File: config.mk
export PLATFORM = sky130hd
export DESIGN_NAME = stage_mem_flat
export DESIGN_NICKNAME = d
export VERILOG_FILES = /design/src/rtl/stage_mem_if.sv /design/src/rtl/stage_mem.sv /design/src/flat_wrapper.sv
export SDC_FILE = /design/constraint.sdc
export NUM_CORES = 1
export LEC_CHECK = 0
export BUFFER_PORTS_ARGS = -buffer_cell sky130_fd_sc_hd__buf_4
export CAP_MARGIN = 20
export CORE_ASPECT_RATIO = 1.4
export CORE_MARGIN = 1.5
export CORE_UTILIZATION = 30
export DETAILED_ROUTE_END_ITERATION = 16
export HOLD_SLACK_MARGIN = 0.12
export SLEW_MARGIN = 10
export SYNTH_ARGS = -nofsm -noshare
export SYNTH_HDL_FRONTEND = slang
export SYNTH_SLANG_ARGS = --single-unit
export TNS_END_PERCENT = 10
File: constraint.sdc
create_clock -name clk -period 2.8 [get_ports clk]
set_clock_uncertainty 0.15 [all_clocks]
set_input_delay 0.28 -clock clk [delete_from_list [all_inputs] [get_ports clk]]
set_output_delay 0.28 -clock clk [all_outputs]
set_load 0.02 [all_outputs]
File: src/rtl/stage_mem_if.sv
// Data-memory bus between the MEM stage and the 32-bit data memory.
// Read data is synchronous: valid the cycle after dmem_re.
interface stage_mem_if;
  logic [31:0] dmem_addr;
  logic [31:0] dmem_wdata;
  logic        dmem_we;
  logic        dmem_re;
  logic [2:0]  dmem_size;
  logic [31:0] dmem_rdata;

  modport master (
    output dmem_addr, dmem_wdata, dmem_we, dmem_re, dmem_size,
    input  dmem_rdata
  );

  modport slave (
    input  dmem_addr, dmem_wdata, dmem_we, dmem_re, dmem_size,
    output dmem_rdata
  );
endinterface

File: src/rtl/stage_mem.sv
// MEM stage: scalar accesses pass straight through to data memory; matrix
// loads/stores are split into LANES word beats while upstream is stalled.
module stage_mem #(
  parameter int unsigned LANES       = 4,
  parameter int unsigned ADDR_STRIDE = 4
) (
  input  logic                  clk,
  input  logic                  rstn,
  input  logic [31:0]           me_alu_o,
  input  logic [31:0]           me_regs_data2,
  input  logic [32*LANES-1:0]   me_matrix_o,
  input  logic                  me_mem_read,
  input  logic                  me_mem_write,
  input  logic [1:0]            me_w_select,
  input  logic [2:0]            me_func3_code,
  stage_mem_if.master           mem_bus,
  output logic [31:0]           mem_load_o,
  output logic [32*LANES-1:0]   mem_matrix_o,
  output logic                  mem_matrix_vld,
  output logic                  mem_stall
);

  typedef enum logic [1:0] {IDLE, MLOAD, MSTORE, MDONE} state_e;

  localparam logic [2:0] CNT_LAST_LD = 3'(LANES);
  localparam logic [2:0] CNT_LAST_ST = 3'(LANES - 1);

  state_e                state_q, state_d;
  logic [2:0]            cnt_q, cnt_d;
  logic [31:2]           base_q, base_d;
  logic [32*LANES-1:0]   buf_q, buf_d;
  logic [32*LANES-1:0]   matrix_q, matrix_d;

  logic        m_st, m_ld;
  logic [31:0] beat_addr;

  // Store wins when both strobes are set on a matrix access.
  assign m_st      = me_mem_write && (me_w_select == 2'b11);
  assign m_ld      = me_mem_read  && (me_w_select == 2'b11) && !m_st;
  assign beat_addr = {base_q, 2'b00} + ADDR_STRIDE * 32'(cnt_q);

  assign mem_load_o   = mem_bus.dmem_rdata;
  assign mem_matrix_o = matrix_q;

  always_comb begin
    state_d   = state_q;
    cnt_d     = cnt_q;
    base_d    = base_q;
    buf_d     = buf_q;
    matrix_d  = matrix_q;

    mem_bus.dmem_addr  = beat_addr;
    mem_bus.dmem_wdata = me_regs_data2;
    mem_bus.dmem_we    = 1'b0;
    mem_bus.dmem_re    = 1'b0;
    mem_bus.dmem_size  = 3'b010;
    mem_matrix_vld     = 1'b0;
    mem_stall          = 1'b0;

    unique case (state_q)
      IDLE: begin
        if (m_st) begin
          mem_bus.dmem_addr  = {me_alu_o[31:2], 2'b00};
          mem_bus.dmem_wdata = me_matrix_o[31:0];
          mem_bus.dmem_we    = 1'b1;
          mem_stall          = 1'b1;
          base_d             = me_alu_o[31:2];
          cnt_d              = 3'd1;
          state_d            = MSTORE;
        end else if (m_ld) begin
          mem_bus.dmem_addr  = {me_alu_o[31:2], 2'b00};
          mem_bus.dmem_re    = 1'b1;
          mem_stall          = 1'b1;
          base_d             = me_alu_o[31:2];
          cnt_d              = 3'd1;
          state_d            = MLOAD;
        end else begin
          mem_bus.dmem_addr  = me_alu_o;
          mem_bus.dmem_wdata = me_regs_data2;
          mem_bus.dmem_we    = me_mem_write;
          mem_bus.dmem_re    = me_mem_read;
          mem_bus.dmem_size  = me_func3_code;
        end
      end

      MLOAD: begin
        mem_stall = 1'b1;
        // Read data arriving now belongs to the beat issued last cycle.
        for (int unsigned i = 0; i < LANES; i++) begin
          if (cnt_q == 3'(i + 1)) buf_d[32*i +: 32] = mem_bus.dmem_rdata;
        end
        if (cnt_q == CNT_LAST_LD) begin
          matrix_d = buf_d;
          cnt_d    = 3'd0;
          state_d  = MDONE;
        end else begin
          mem_bus.dmem_re = 1'b1;
          cnt_d           = cnt_q + 3'd1;
        end
      end

      MSTORE: begin
        mem_bus.dmem_we = 1'b1;
        for (int unsigned i = 0; i < LANES; i++) begin
          if (cnt_q == 3'(i)) mem_bus.dmem_wdata = me_matrix_o[32*i +: 32];
        end
        if (cnt_q == CNT_LAST_ST) begin
          cnt_d   = 3'd0;
          state_d = IDLE;
        end else begin
          mem_stall = 1'b1;
          cnt_d     = cnt_q + 3'd1;
        end
      end

      MDONE: begin
        mem_matrix_vld = 1'b1;
        state_d        = IDLE;
      end

      default: state_d = IDLE;
    endcase

    // Strobes are masked while reset is held so a frozen EX/MEM cannot leak through.
    if (!rstn) begin
      mem_bus.dmem_we = 1'b0;
      mem_bus.dmem_re = 1'b0;
      mem_stall       = 1'b0;
      mem_matrix_vld  = 1'b0;
    end
  end

  always_ff @(posedge clk or negedge rstn) begin
    if (!rstn) begin
      state_q  <= IDLE;
      cnt_q    <= '0;
      base_q   <= '0;
      buf_q    <= '0;
      matrix_q <= '0;
    end else begin
      state_q  <= state_d;
      cnt_q    <= cnt_d;
      base_q   <= base_d;
      buf_q    <= buf_d;
      matrix_q <= matrix_d;
    end
  end

endmodule

File: src/flat_wrapper.sv
// flat-port wrapper written by rule: the top's interface ports become plain ports
module stage_mem_flat 
#(
  parameter int unsigned LANES       = 4,
  parameter int unsigned ADDR_STRIDE = 4
)
  (clk, rstn, me_alu_o, me_regs_data2, me_matrix_o, me_mem_read, me_mem_write, me_w_select, me_func3_code, mem_load_o, mem_matrix_o, mem_matrix_vld, mem_stall, mem_bus_dmem_addr, mem_bus_dmem_wdata, mem_bus_dmem_we, mem_bus_dmem_re, mem_bus_dmem_size, mem_bus_dmem_rdata);
  stage_mem_if mem_bus_i ();
  input  logic clk;
  input  logic rstn;
  input  logic [31:0] me_alu_o;
  input  logic [31:0] me_regs_data2;
  input  logic [32*LANES-1:0] me_matrix_o;
  input  logic me_mem_read;
  input  logic me_mem_write;
  input  logic [1:0] me_w_select;
  input  logic [2:0] me_func3_code;
  output logic [31:0] mem_load_o;
  output logic [32*LANES-1:0] mem_matrix_o;
  output logic mem_matrix_vld;
  output logic mem_stall;
  output wire logic [$bits(mem_bus_i.dmem_addr)-1:0] mem_bus_dmem_addr;
  output wire logic [$bits(mem_bus_i.dmem_wdata)-1:0] mem_bus_dmem_wdata;
  output wire logic [$bits(mem_bus_i.dmem_we)-1:0] mem_bus_dmem_we;
  output wire logic [$bits(mem_bus_i.dmem_re)-1:0] mem_bus_dmem_re;
  output wire logic [$bits(mem_bus_i.dmem_size)-1:0] mem_bus_dmem_size;
  input wire logic [$bits(mem_bus_i.dmem_rdata)-1:0] mem_bus_dmem_rdata;
  assign mem_bus_dmem_addr = mem_bus_i.dmem_addr;
  assign mem_bus_dmem_wdata = mem_bus_i.dmem_wdata;
  assign mem_bus_dmem_we = mem_bus_i.dmem_we;
  assign mem_bus_dmem_re = mem_bus_i.dmem_re;
  assign mem_bus_dmem_size = mem_bus_i.dmem_size;
  assign mem_bus_i.dmem_rdata = mem_bus_dmem_rdata;
  stage_mem #(.LANES(LANES), .ADDR_STRIDE(ADDR_STRIDE)) u_core (.clk(clk), .rstn(rstn), .me_alu_o(me_alu_o), .me_regs_data2(me_regs_data2), .me_matrix_o(me_matrix_o), .me_mem_read(me_mem_read), .me_mem_write(me_mem_write), .me_w_select(me_w_select), .me_func3_code(me_func3_code), .mem_bus(mem_bus_i), .mem_load_o(mem_load_o), .mem_matrix_o(mem_matrix_o), .mem_matrix_vld(mem_matrix_vld), .mem_stall(mem_stall));
endmodule
Word-level counts from Yosys, hierarchy flattened
Cells that the tools add are included.
{"block": "classes", "n_addsub": 2, "muxes": 44, "reduce_logical": 12, "n_eq_ne": 11}
{"operator": "two-way mux 32 bit", "n": 10}
{"operator": "case mux 32 bit (2 select lines)", "n": 1}
{"operator": "two-way mux 30 bit", "n": 2}
{"operator": "adder 32 x 5 -> 32 bit", "n": 1}
{"operator": "two-way mux 3 bit", "n": 7}
{"operator": "two-way mux 1 bit", "n": 13}
{"operator": "two-way mux 2 bit", "n": 6}
{"operator": "case mux 3 bit (3 select lines)", "n": 1}
{"operator": "case mux 2 bit (4 select lines)", "n": 1}
{"operator": "== test 2 bit, second input constant", "n": 3}
{"operator": "== test 3 x 2 -> 1 bit, second input constant", "n": 2}
{"operator": "AND reduction 2 bit", "n": 3}
{"operator": "!= test 2 x 1 -> 1 bit, second input constant", "n": 2}
{"operator": "case mux 1 bit (2 select lines)", "n": 2}
{"operator": "adder 3 x 1 -> 3 bit, second input constant", "n": 1}
{"operator": "== test 3 x 1 -> 1 bit, second input constant", "n": 1}
{"operator": "== test 3 bit, second input constant", "n": 1}
{"operator": "logical AND 1 bit", "n": 3}
{"operator": "zero test 3 bit", "n": 1}
{"operator": "!= test 3 x 1 -> 1 bit, second input constant", "n": 1}
{"operator": "case mux 1 bit (3 select lines)", "n": 1}
{"operator": "AND reduction 3 bit", "n": 1}
{"operator": "nonzero test 3 bit", "n": 1}
{"operator": "== test 2 x 1 -> 1 bit, second input constant", "n": 1}
{"operator": "other kinds (3)", "n": 3}
{"block": "word_totals", "in_bits": 233, "elab_cells": 74, "register_bits": 291}

Longest topological paths before layout
Gate-level depths: netlist of the first run.
{"block": "depth", "word_depth": 8, "depth_mapped": 9, "mapped_depth_nobuf": 7}

Worst setup path after synthesis of the first run
No wires, ideal clock.
{"block": "synth_timing", "path_kind": "flip-flop to output port", "startpoint": "reg u_core.cnt_q[2]", "endpoint": "out mem_bus_dmem_wdata[0]", "slack_ns": -0.085, "stages_incl_launch_ff": 8, "arrival_ns": 2.455, "n_path_buf": 3, "path_cell_list": "dfrtp_1 > clkinv_1 > clkbuf_1 > ha_1 > buf_1 > buf_1 > a221oi_1 > o21ai_0"}
{"block": "synth_via", "elab_chain_cells": 6}
{"item": "start, declared", "line_no": "stage_mem.sv:29", "text": "logic [2:0] cnt_q, cnt_d;"}
{"item": "start signal, assigned", "line_no": "stage_mem.sv:142", "text": "cnt_q <= cnt_d;"}
{"item": "zero test 3 bit", "line_no": "stage_mem.sv:105", "text": "if (cnt_q == 3'(i)) mem_bus.dmem_wdata = me_matrix_o[32*i +: 32];"}
{"item": "two-way mux 32 bit (3 in series)", "line_no": "stage_mem.sv:105"}
{"item": "two-way mux 32 bit *", "line_no": "stage_mem.sv:105"}
{"item": "case mux 32 bit (2 select lines) *", "line_no": "stage_mem.sv:60", "text": "unique case (state_q)"}
{"item": "end, declared", "line_no": "flat_wrapper.sv:23", "text": "output wire logic [$bits(mem_bus_i.dmem_wdata)-1:0] mem_bus_dmem_wdata;"}
Every way passes the cells marked *; elsewhere a longest branch is shown, timed or not.

Final worst setup path of the first run
{"block": "layout_timing", "startpoint": "reg u_core.base_q[2] in the netlist's numbering", "endpoint": "out mem_bus_dmem_addr[26]"}
{"block": "layout_via", "elab_chain_cells": 2}
{"item": "start, declared", "line_no": "stage_mem.sv:30", "text": "logic [31:2] base_q, base_d;"}
{"item": "start signal, assigned", "line_no": "stage_mem.sv:143", "text": "base_q <= base_d;"}
{"item": "adder 32 x 5 -> 32 bit", "line_no": "stage_mem.sv:40", "text": "assign beat_addr = {base_q, 2'b00} + ADDR_STRIDE * 32'(cnt_q);"}
{"item": "two-way mux 32 bit", "line_no": "stage_mem.sv:60"}
{"item": "end, declared", "line_no": "flat_wrapper.sv:22", "text": "output wire logic [$bits(mem_bus_i.dmem_addr)-1:0] mem_bus_dmem_addr;"}
Every way passes these cells.

==> results.md, run 1 <==
- Most used cell, CP: or4_4
- DR pass1 iterations: 8
- Levels on crit path: 7
- Cell-internal power: 12.8 mW
- Largest net degree at the start of global routing: 111
- Synth Warn #: 0
- CTS buffer count: 27
- R2R Setup Slk: 0.35 ns
- Endpoint class of the critical path: output port
- Final Setup Violations: 56
- Layout cells sized above 1: 41.2%
- Nets: 2114
- Combinational share of power: 52.8%
- DR WL/cell: 20.0 um
- FF-to-FF End: u_core.state_q[1]
- Sequential cell area fraction in the yosys report: 48.5%
- Routability cong.: 0.899
- Pins Over Slew Limit: 0
- Finished Layout Cells: 2448
- Clock Power Share: 16.4%
- CTS Root Buffer Type: clkbuf_16
- Final WL: 49.0 mm
- Total power: 21.5 mW
- Sequential power share: 30.9%
- HP Start: u_core.buf_q[32]
- Overall Global Routing Usage: 20.3%
- Delay-heaviest family, CP: simple AND/OR/NAND/NOR gates
- Die area: 45800 um2
- Syn Area/Cell: 9.71 um2
- Number of synthesized flops with an enable pin: 0
- Final Core Density: 44.8%
- Clock transition at path regs: 0.06 ns
- CP max FO: 6
- Most frequent cells in the layout: buf_4, nand2_1, dfrtp_1
- Clock tree buffer depth: 3
- Clk Latency, worst-skew pair: 0.54 ns
- Synth Register Bits: 259
- Worst setup margin: -0.331 ns
- Leakage: 9.04 nW
- CP peak stage delay: 0.54 ns
- Hold Path Stages: 2
- Worst r2r path cells: 7
- Switching fraction of total power: 40.6%
- Slew margin rel.: 58.5%
- Vias/cell: 5.09
- FFs w/ async S/R, synth: 100%
- Cell area after synthesis: 13400 um2
- R2r startpoint: u_core.cnt_q[0]
- Final hold violation count: 0
- DRC: 0
- Core area: 44100 um2
- CP cell instances: ha_4 -> fa_2 -> a21oi_4 -> or4_4 -> or4_4 -> a31oi_4 -> buf_6
- CTS tree: yes
- 1st-iter DRT viols: 664
- Top-Level Pins: 464
- Final period utilization: 112%
- Fillers: 4202
- DR vias: 12500
- PD cells: 1090 nW/um2
- Most used DFF post-synth: dfrtp_1
- DRT antenna net count: 0
- H-tree depth: 1
- Post-Place Setup Slack: 0.0226 ns
- CTS sink count: 259
- RSZ-0062 raised after global routing: yes
- Std cell rows: 91
- Synthesized Nets: 1626
- Initial Util: 30.3%
- Commonest non-fill, non-tap cell in the layout: buf_4
- Failing checks: negative setup slack
- Sw power: 8.74 mW
- First-pass GRT wire length: 73.2 mm
- Final Critical Period: 3.13 ns
- Peak supply drop: 0.000577 V
- Crit Path Class: flip-flop to output port
- Hold Path Class: flip-flop to flip-flop
- Max Clk Rate: 0.319 GHz
- Synth unique cells: 46
- Vias in the first global route: 12600
- Die Y-Extent: 253 um
- CP Buf/Inv Count: 1
- Gr ovfl total: 0
- Worst setup SP type: flip-flop
- Antenna violations before repair: 3
- Inst Count DP: 2306
- Slowest CP cell: or4_4
- Min Hold Slack: 0.307 ns
- Worst slew pin tran: 0.623 ns
- Worst Hold Endpoint: u_core.mem_matrix_o[32]
- Port Buf Inserts: 463
- CP arrival: 2.70 ns
- Die X: 181 um
- Required time of the critical path: 2.37 ns
- HPWL Detailed: 33.2 mm
- Max_cap viols: 0
- Mapped Cells: 1377
- Status: finished with violations
- Area growth from synthesis to layout: 47.7%
[flip-flops by register name, summed over array words and instances (netlist names)]
| name | count |
|---|---|
| u_core.cnt_q | 3 |
| u_core.buf_q | 96 |
| u_core.base_q | 30 |
| u_core.mem_matrix_o | 128 |
| u_core.state_q | 2 |
[tightest hold or removal path: cells and delay by family (launching register included)]
family,cells,cell delay (ns)
flip-flops,1,0.34
AND/OR/NAND/NOR,2,0.09
[worst max-delay path by stage]
stage | end | from | slack [ns]
floorplan | mem_bus_dmem_addr[30] | u_core.cnt_q[2] | 0.01
global placement | mem_bus_dmem_addr[24] | u_core.cnt_q[0] | 0.04
global route | mem_bus_dmem_addr[24] | u_core.base_q[2] | -0.45
CTS | mem_bus_dmem_addr[18] | u_core.cnt_q[0] | -0.39
detailed placement | mem_bus_dmem_addr[26] | u_core.cnt_q[0] | 0.02
finish | mem_bus_dmem_addr[26] | u_core.base_q[2] | -0.33
[power by group through the flow]
stage	sequential (mW)	combinational, mW	clock [mW]
floorplan	7.34	5.14	0
global placement	6.58	10.2	0
detailed placement	6.65	10.3	0
CTS	6.62	11.0	3.64
global route	6.85	12.2	3.76
finish	6.64	11.4	3.52
[synth_stat cells, types with 3 or more instances]
library cell / count / area, um2
nand2_1: 346 / 1300
dfrtp_1: 259 / 6480
mux2_2: 130 / 1460
o21ai_0: 97 / 485
clkbuf_1: 86 / 323
o31ai_1: 43 / 323
nand2b_1: 35 / 219
nor2b_1: 35 / 219
mux2i_1: 33 / 330
a221oi_1: 32 / 280
a22oi_1: 32 / 240
buf_4: 32 / 240
nor3b_1: 32 / 240
nor2_1: 17 / 63.8
o21ai_1: 16 / 80.1
a31oi_1: 15 / 93.8
ha_1: 15 / 188
or4_1: 15 / 113
nand3_1: 14 / 70.1
buf_1: 11 / 41.3
inv_1: 10 / 37.5
a21oi_1: 9 / 45.0
nand4_1: 9 / 56.3
xnor2_1: 9 / 78.8
and3_1: 6 / 37.5
and4_1: 5 / 43.8
buf_2: 4 / 20.0
o211ai_1: 4 / 30.0
and2_1: 3 / 18.8
nor4_1: 3 / 18.8
[cell type report]
| type | count | area [um2] | share of cell area, % |
|---|---|---|---|
| Multi-Input combinational cell | 973 | 6660 | 33.7 |
| Sequential cell | 259 | 6480 | 32.8 |
| Timing Repair Buffer | 592 | 4970 | 25.2 |
| Clock buffer | 35 | 756 | 3.83 |
| Tap cell | 558 | 698 | 3.54 |
| Clock inverter | 14 | 113 | 0.570 |
| Inverter | 12 | 45.0 | 0.228 |
| Antenna cell | 5 | 12.5 | 0.0634 |
[stage by stage]
stage | cell area (um2) | setup TNS, ns
after floorplan | 13400 | 0
after detailed placement | 17500 | 0
after global routing | 19700 | -18.89
final | 19700 | -12.21
after CTS | 19400 | -15.11
after global placement | 17500 | 0
[repair_timing]
item / 4_1_cts / 5_1_grt
endpoints found under the setup margin: 60 / 58
hold buffers: 67 / 0
setup buffers: 10 / 6
pin swaps: 30 / 17
gates resized for setup: 67 / 38
endpoints found under the hold margin: 451 / 0
cloned: 2 / 3
[cells by family after synthesis]
group | after synthesis | synth area share [%]
xor+xnor | 10 | 0.655
compound gates | 256 | 12.3
mux | 163 | 13.4
fa+ha+maj | 16 | 1.55
buf+inv | 146 | 5.09
flops | 259 | 48.5
simple gates | 527 | 18.5
[per-layer routing]
layer	wire, um	GRT usage, %
met3	3060	3.76
met5	0	0
met1	19500	24.3
met2	24800	35.7
met4	1700	8.60
(Power assumes the default switching activity.)
==> inputs of run 2 (changes only) <==
MAX_ROUTING_LAYER = met4   (was default)
RECOVER_POWER = 50   (was default)
==> results.md, run 2 (synthesis results as in run 1) <==
- Status: finished with violations
- Failing checks: max-capacitance violations, max-slew violations, negative setup slack
- Die area: 45800 um2 (unchanged)
- Total negative slack: -9.29 ns (+2.91 ns)
- Worst setup SP type: flip-flop
- Worst slew pin tran: 1.77 ns (+1.14 ns)
- Final Setup Violations: 55 (-1.8%)
- Nets: 2102 (-0.57%)
- Final period utilization: 112% (+0.50 points)
- CTS tree: yes
- CP peak stage delay: 0.48 ns (-0.06 ns)
- Commonest non-fill, non-tap cell in the layout: buf_4
- Leakage: 8.52 nW (-5.8%)
- DRT antenna net count: 0 (unchanged)
- CP Buf/Inv Count: 1 (unchanged)
- PD cells: 1070 nW/um2 (-1.4%)
- DR vias: 12300 (-1.4%)
- Pins Over Slew Limit: 248 (+248)
- Max_cap viols: 1 (+1)
- Routability cong.: 0.920 (+2.3%)
- Antenna violations before repair: 4 (+1)
- Initial Util: 30.3% (unchanged)
- FF-to-FF End: u_core.mem_matrix_o[68]
- Largest net degree at the start of global routing: 139 (+25%)
- Slew margin rel.: -17.8% (-76 points)
- Levels on crit path: 7 (unchanged)
- Post-Place Setup Slack: 0.0266 ns (+0.00398 ns)
- Clk Latency, worst-skew pair: 0.55 ns (about the same)
- Worst Hold Endpoint: u_core.cnt_q[0]
- Top-Level Pins: 464 (unchanged)
- Max reg flops: 128 (unchanged)
- CTS sink count: 259 (unchanged)
- Critical path origin: u_core.base_q[2]
- Delay-heaviest family, CP: simple AND/OR/NAND/NOR gates
- Hold Path Class: input port to flip-flop
- Final Critical Period: 3.14 ns (+0.0139 ns)
- Overall Global Routing Usage: 20.9% (+0.53 points)
- CP arrival: 2.71 ns (about the same)
- CP cell instances: ha_4 -> fa_2 -> a21oi_4 -> or3_4 -> or4_1 -> a31oi_1 -> buf_4
- DR WL/cell: 19.6 um (-1.9%)
- Clock transition at path regs: 0.06 ns (about the same)
- R2R Setup Slk: 0.36 ns (about the same)
- Gr ovfl total: 0 (unchanged)
- Vias in the first global route: 12500 (-0.77%)
- Required time of the critical path: 2.37 ns (about the same)
- Std cell rows: 91 (unchanged)
- Slowest CP cell: or4_1
- RSZ-0062 raised after global routing: yes
- CTS Root Buffer Type: clkbuf_16
- Vias/cell: 5.05 (-0.80%)
- Core area: 44100 um2 (unchanged)
- Total power: 20.3 mW (-5.4%)
- CTS buffer count: 27 (unchanged)
- Port Buf Inserts: 463 (unchanged)
- Reg area: 6480 um2 (unchanged)
- Worst setup margin: -0.345 ns (-0.0139 ns)
- Most frequent cells in the layout: buf_4, nand2_1, dfrtp_1
- First-pass GRT wire length: 73.1 mm (-0.11%)
- R2r startpoint: u_core.cnt_q[0]
- Die X: 181 um (unchanged)
- Hold Path Stages: 6 (+4)
- Worst r2r path cells: 7 (unchanged)
- 1st-iter DRT viols: 692 (+4.2%)
- Area growth from synthesis to layout: 41.7%
- Finished Layout Cells: 2433 (-0.61%)
- Final Core Density: 43.0% (-1.8 points)
- DRC: 0 (unchanged)
- Inst Count DP: 2307 (+0.043%)
- CP max FO: 6 (unchanged)
- Peak supply drop: 0.000662 V (+15%)
- Die Y-Extent: 253 um (unchanged)
- Final hold violation count: 0 (unchanged)
- HPWL Detailed: 33.4 mm (+0.55%)
- DR pass1 iterations: 7 (-1)
- Layout cells sized above 1: 34.7% (-6.5 points)
- Fillers: 4384 (+4.3%)
- Max Clk Rate: 0.318 GHz (-0.44%)
- Final WL: 47.8 mm (-2.5%)
- HP Start: me_w_select[0]
- H-tree depth: 1 (unchanged)
- Clock tree buffer depth: 3 (unchanged)
- Endpoint class of the critical path: output port
- Area taken by multi-input logic gates: 6540 um2 (-1.7%)
- Crit Path Class: flip-flop to output port
## run 2: timing repair
item / CTS / global route
pin swaps: 20 / 7
hold buffers: 66 / 0
cloned: 2 / 0
resized for setup: 52 / 23
setup buffers: 7 / 0
hold endpoints to repair: 451 / 0
endpoints found under the setup margin: 59 / 61
## run 2: layout make-up
cell class / count / area share (%)
inverters: 12 / 0.238
clock inverters: 9 / 0.324
flip-flops and latches: 259 / 34.2
well taps: 558 / 3.69
diodes: 4 / 0.0529
multi-input cells: 974 / 34.6
repair buffers: 579 / 22.7
clock buffers: 38 / 4.21
## run 2: metal layers
| layer | wire, um | vias up | GRT usage [%] |
|---|---|---|---|
| li1 | - | 5731 | - |
| met1 | 18900 | 5975 | 24.3 |
| met2 | 23800 | 472 | 35.1 |
| met3 | 3160 | 104 | 4.14 |
| met4 | 1960 | 0 | 8.83 |
| met5 | 0 | - | - |
## run 2: through the flow
stage	hold slack, ns	instance area [um2]
2_1_floorplan	-0.166	13400
3_3_place_gp	-0.0317	17400
3_5_place_dp	-0.0312	17400
4_1_cts	0.247	19200
5_1_grt	0.332	18900
6_report	0.292	18900
## run 2: worst reg2reg max path: cells and delay by family (launching register included)
| family | cells | cell delay [ns] |
|---|---|---|
| adder cells (fa/ha/maj) | 2 | 0.39 |
| flip-flops | 1 | 0.39 |
| buffers and inverters | 3 | 0.95 |
| AO/OA/AOI/OAI | 1 | 0.11 |
| multiplexers | 1 | 0.30 |
## run 2: report_power, final
group	total [mW]	switching, mW	internal [mW]
clock network	3.47	1.49	1.98
registers	6.59	1.11	5.48
logic	10.3	5.85	4.43
## run 2: worst max-delay path by stage
stage / endpoint / slack, ns
floorplan: mem_bus_dmem_addr[30] / 0.01
global placement: mem_bus_dmem_addr[30] / 0.03
detailed placement: mem_bus_dmem_addr[20] / 0.03
CTS: mem_bus_dmem_addr[22] / -0.38
global route: mem_bus_dmem_addr[24] / -0.45
finish: mem_bus_dmem_addr[24] / -0.34
==> inputs of run 3 (changes only) <==
==> constraint.sdc (replaced) <==
create_clock -name clk -period 2.8 [get_ports clk]
set_clock_uncertainty 0.15 [all_clocks]
set_input_delay 0.14 -clock clk [delete_from_list [all_inputs] [get_ports clk]]
set_output_delay 0.14 -clock clk [all_outputs]
set_load 0.02 [all_outputs]
==> results.md, run 3 (synthesis results as in run 1) <==
- Status: finished with violations
- Max Clk Rate: 0.323 GHz (+1.5%)
- Worst setup margin: -0.297 ns (+0.0474 ns)
- Gr ovfl total: 0 (unchanged)
- Endpoint class of the critical path: output port
- Finished Layout Cells: 2438 (+0.21%)
- Worst setup SP type: flip-flop
- Total negative slack: -3.81 ns (+5.48 ns)
- Clock transition at path regs: 0.06 ns (about the same)
- DR WL/cell: 19.4 um (-1.0%)
- DRC: 0 (unchanged)
- DRT antenna net count: 0 (unchanged)
- Final instance area: 19100 um2 (+0.72%)
- Overall Global Routing Usage: 20.1% (-0.72 points)
- Final Critical Period: 3.10 ns (-0.0474 ns)
- Final WL: 47.4 mm (-0.83%)
- Placed cell area: 17400 um2 (-0.33%)
- Delay-heaviest family, CP: simple AND/OR/NAND/NOR gates
- Leakage: 8.49 nW (-0.35%)
- Pins Over Slew Limit: 0 (-100%)
- Nets: 2105 (+0.14%)
- Inst Count DP: 2301 (-0.26%)
- Worst Hold Endpoint: u_core.cnt_q[1]
- Die Y-Extent: 253 um (unchanged)
- DR vias: 12300 (+0.42%)
- Worst r2r path cells: 7 (unchanged)
- Final Core Density: 43.3% (+0.31 points)
- Final Setup Violations: 37 (-33%)
- Std cell rows: 91 (unchanged)
- Area growth from synthesis to layout: 42.7%
- Port Buf Inserts: 463 (unchanged)
- Initial Util: 30.3% (unchanged)
- Hold Path Stages: 5 (-1)
- Largest net degree at the start of global routing: 108 (-22%)
- DR pass1 iterations: 6 (-1)
- Vias/cell: 5.06 (+0.21%)
- HPWL Detailed: 31.8 mm (-4.8%)
- R2R Setup Slk: 0.35 ns (about the same)
- Slew margin rel.: 0.135% (+18 points)
- CP max FO: 6 (unchanged)
- Layout cells sized above 1: 32.2% (-2.5 points)
- First-pass GRT wire length: 71.1 mm (-2.7%)
- Routability cong.: 0.966 (+5.0%)
- Hold Path Class: input port to flip-flop
- FF-to-FF End: u_core.state_q[1]
- Crit Path Class: flip-flop to output port
- Vias in the first global route: 12400 (-1.1%)
- Peak supply drop: 0.000546 V (-18%)
- Max_cap viols: 1 (unchanged)
- Core area: 44100 um2 (unchanged)
- CP Buf/Inv Count: 2 (+1)
- CTS Root Buffer Type: clkbuf_16
- 1st-iter DRT viols: 734 (+6.1%)
- Top-Level Pins: 464 (unchanged)
- PD cells: 1100 nW/um2 (+2.4%)
- Min Hold Slack: 0.183 ns (-0.109 ns)
- H-tree depth: 1 (unchanged)
- CTS sink count: 259 (unchanged)
- Die area: 45800 um2 (unchanged)
- R2r startpoint: u_core.cnt_q[0]
- Antenna violations before repair: 4 (unchanged)
- Clk Latency, worst-skew pair: 0.55 ns (about the same)
- CP arrival: 2.81 ns (+0.10 ns)
- Required time of the critical path: 2.51 ns (+0.14 ns)
- RSZ-0062 raised after global routing: yes
- CP cell instances: ha_4 -> fa_2 -> a21oi_4 -> buf_12 -> or3_4 -> or4_4 -> a31oi_4 -> buf_6
- CTS tree: yes
- Final period utilization: 111% (-1.7 points)
- Worst slew pin tran: 1.50 ns (-0.269 ns)
- Max reg flops: 128 (unchanged)
- HP Start: me_w_select[1]
- Commonest non-fill, non-tap cell in the layout: nand2_1
- CP peak stage delay: 0.51 ns (+0.03 ns)
- Die X: 181 um (unchanged)
- Most frequent cells in the layout: nand2_1, buf_4, dfrtp_1
- Slowest CP cell: or4_4
- CTS buffer count: 27 (unchanged)
- Final hold violation count: 0 (unchanged)
- Clock tree buffer depth: 3 (unchanged)
- Failing checks: max-capacitance violations, negative setup slack
## run 3: changes by cell type in the layout (fill, tap and decap cells not counted), sizes merged
cell      delta
a211o        -1
clkinvlp     -1
or3          -1
clkbuf      +62
bufinv       +7
buf         -61
## run 3: how the worst max path moves through the flow
stage,startpoint,endpoint,slack [ns],depth (start not counted)
after floorplan,u_core.cnt_q[2],mem_bus_dmem_wdata[0],0.05,7
after global placement,u_core.cnt_q[0],mem_bus_dmem_addr[24],0.17,7
after detailed placement,u_core.base_q[2],mem_bus_dmem_addr[30],0.19,7
after CTS,u_core.cnt_q[0],mem_bus_dmem_addr[24],-0.30,8
after global routing,u_core.cnt_q[0],mem_bus_dmem_addr[22],-0.39,8
final,u_core.cnt_q[0],mem_bus_dmem_addr[24],-0.30,8
## run 3: repair_timing
item,4_1_cts,5_1_grt
hold buffers,67,0
endpoints found under the setup margin,57,57
setup buffers,8,7
hold endpoints to repair,451,0
cloned,0,3
pin swaps,20,15
gates resized for setup,78,30
## run 3: power breakdown
| part | switching (mW) | leakage, nW | internal [mW] | total [mW] |
|---|---|---|---|---|
| Combinational | 5.88 | 4.96 | 4.40 | 10.3 |
| Sequential | 1.12 | 3.03 | 5.48 | 6.60 |
| Clock | 1.53 | 0.504 | 2.56 | 4.10 |
## run 3: routing by layer
layer / global-route usage (%) / part of all wire (%) / vias to the layer above / wire (um)
met2: 34.5 / 50 / 475 / 23800
met1: 23.3 / 40 / 6018 / 18900
met4: 7.55 / 3.6 / 0 / 1710
met3: 4.01 / 6.3 / 104 / 3000
met5: - / 0 / - / 0
li1: - / - / 5736 / -
## run 3: layout make-up
cell class | count | area [um2]
Antenna cell | 4 | 10.0
Clock buffer | 34 | 762
Clock inverter | 15 | 256
Fill cell | 4296 | 25000
Inverter | 12 | 47.5
Multi-Input combinational cell | 972 | 6630
Sequential cell | 259 | 6480
Tap cell | 558 | 698
Timing Repair Buffer | 584 | 4180
## run 3: worst min-delay path, stage by stage
cell	delay, ns
buf_4	0.14
o211ai_1	0.09
buf_4	0.16
a21oi_1	0.15
o21ai_0	0.16
## run 3: stage by stage
stage	power [mW]	setup slack, ns
floorplan	12.5	0.0545
global placement	16.6	0.175
detailed placement	16.8	0.188
CTS	21.4	-0.305
global route	22.3	-0.390
finish	21.0	-0.297
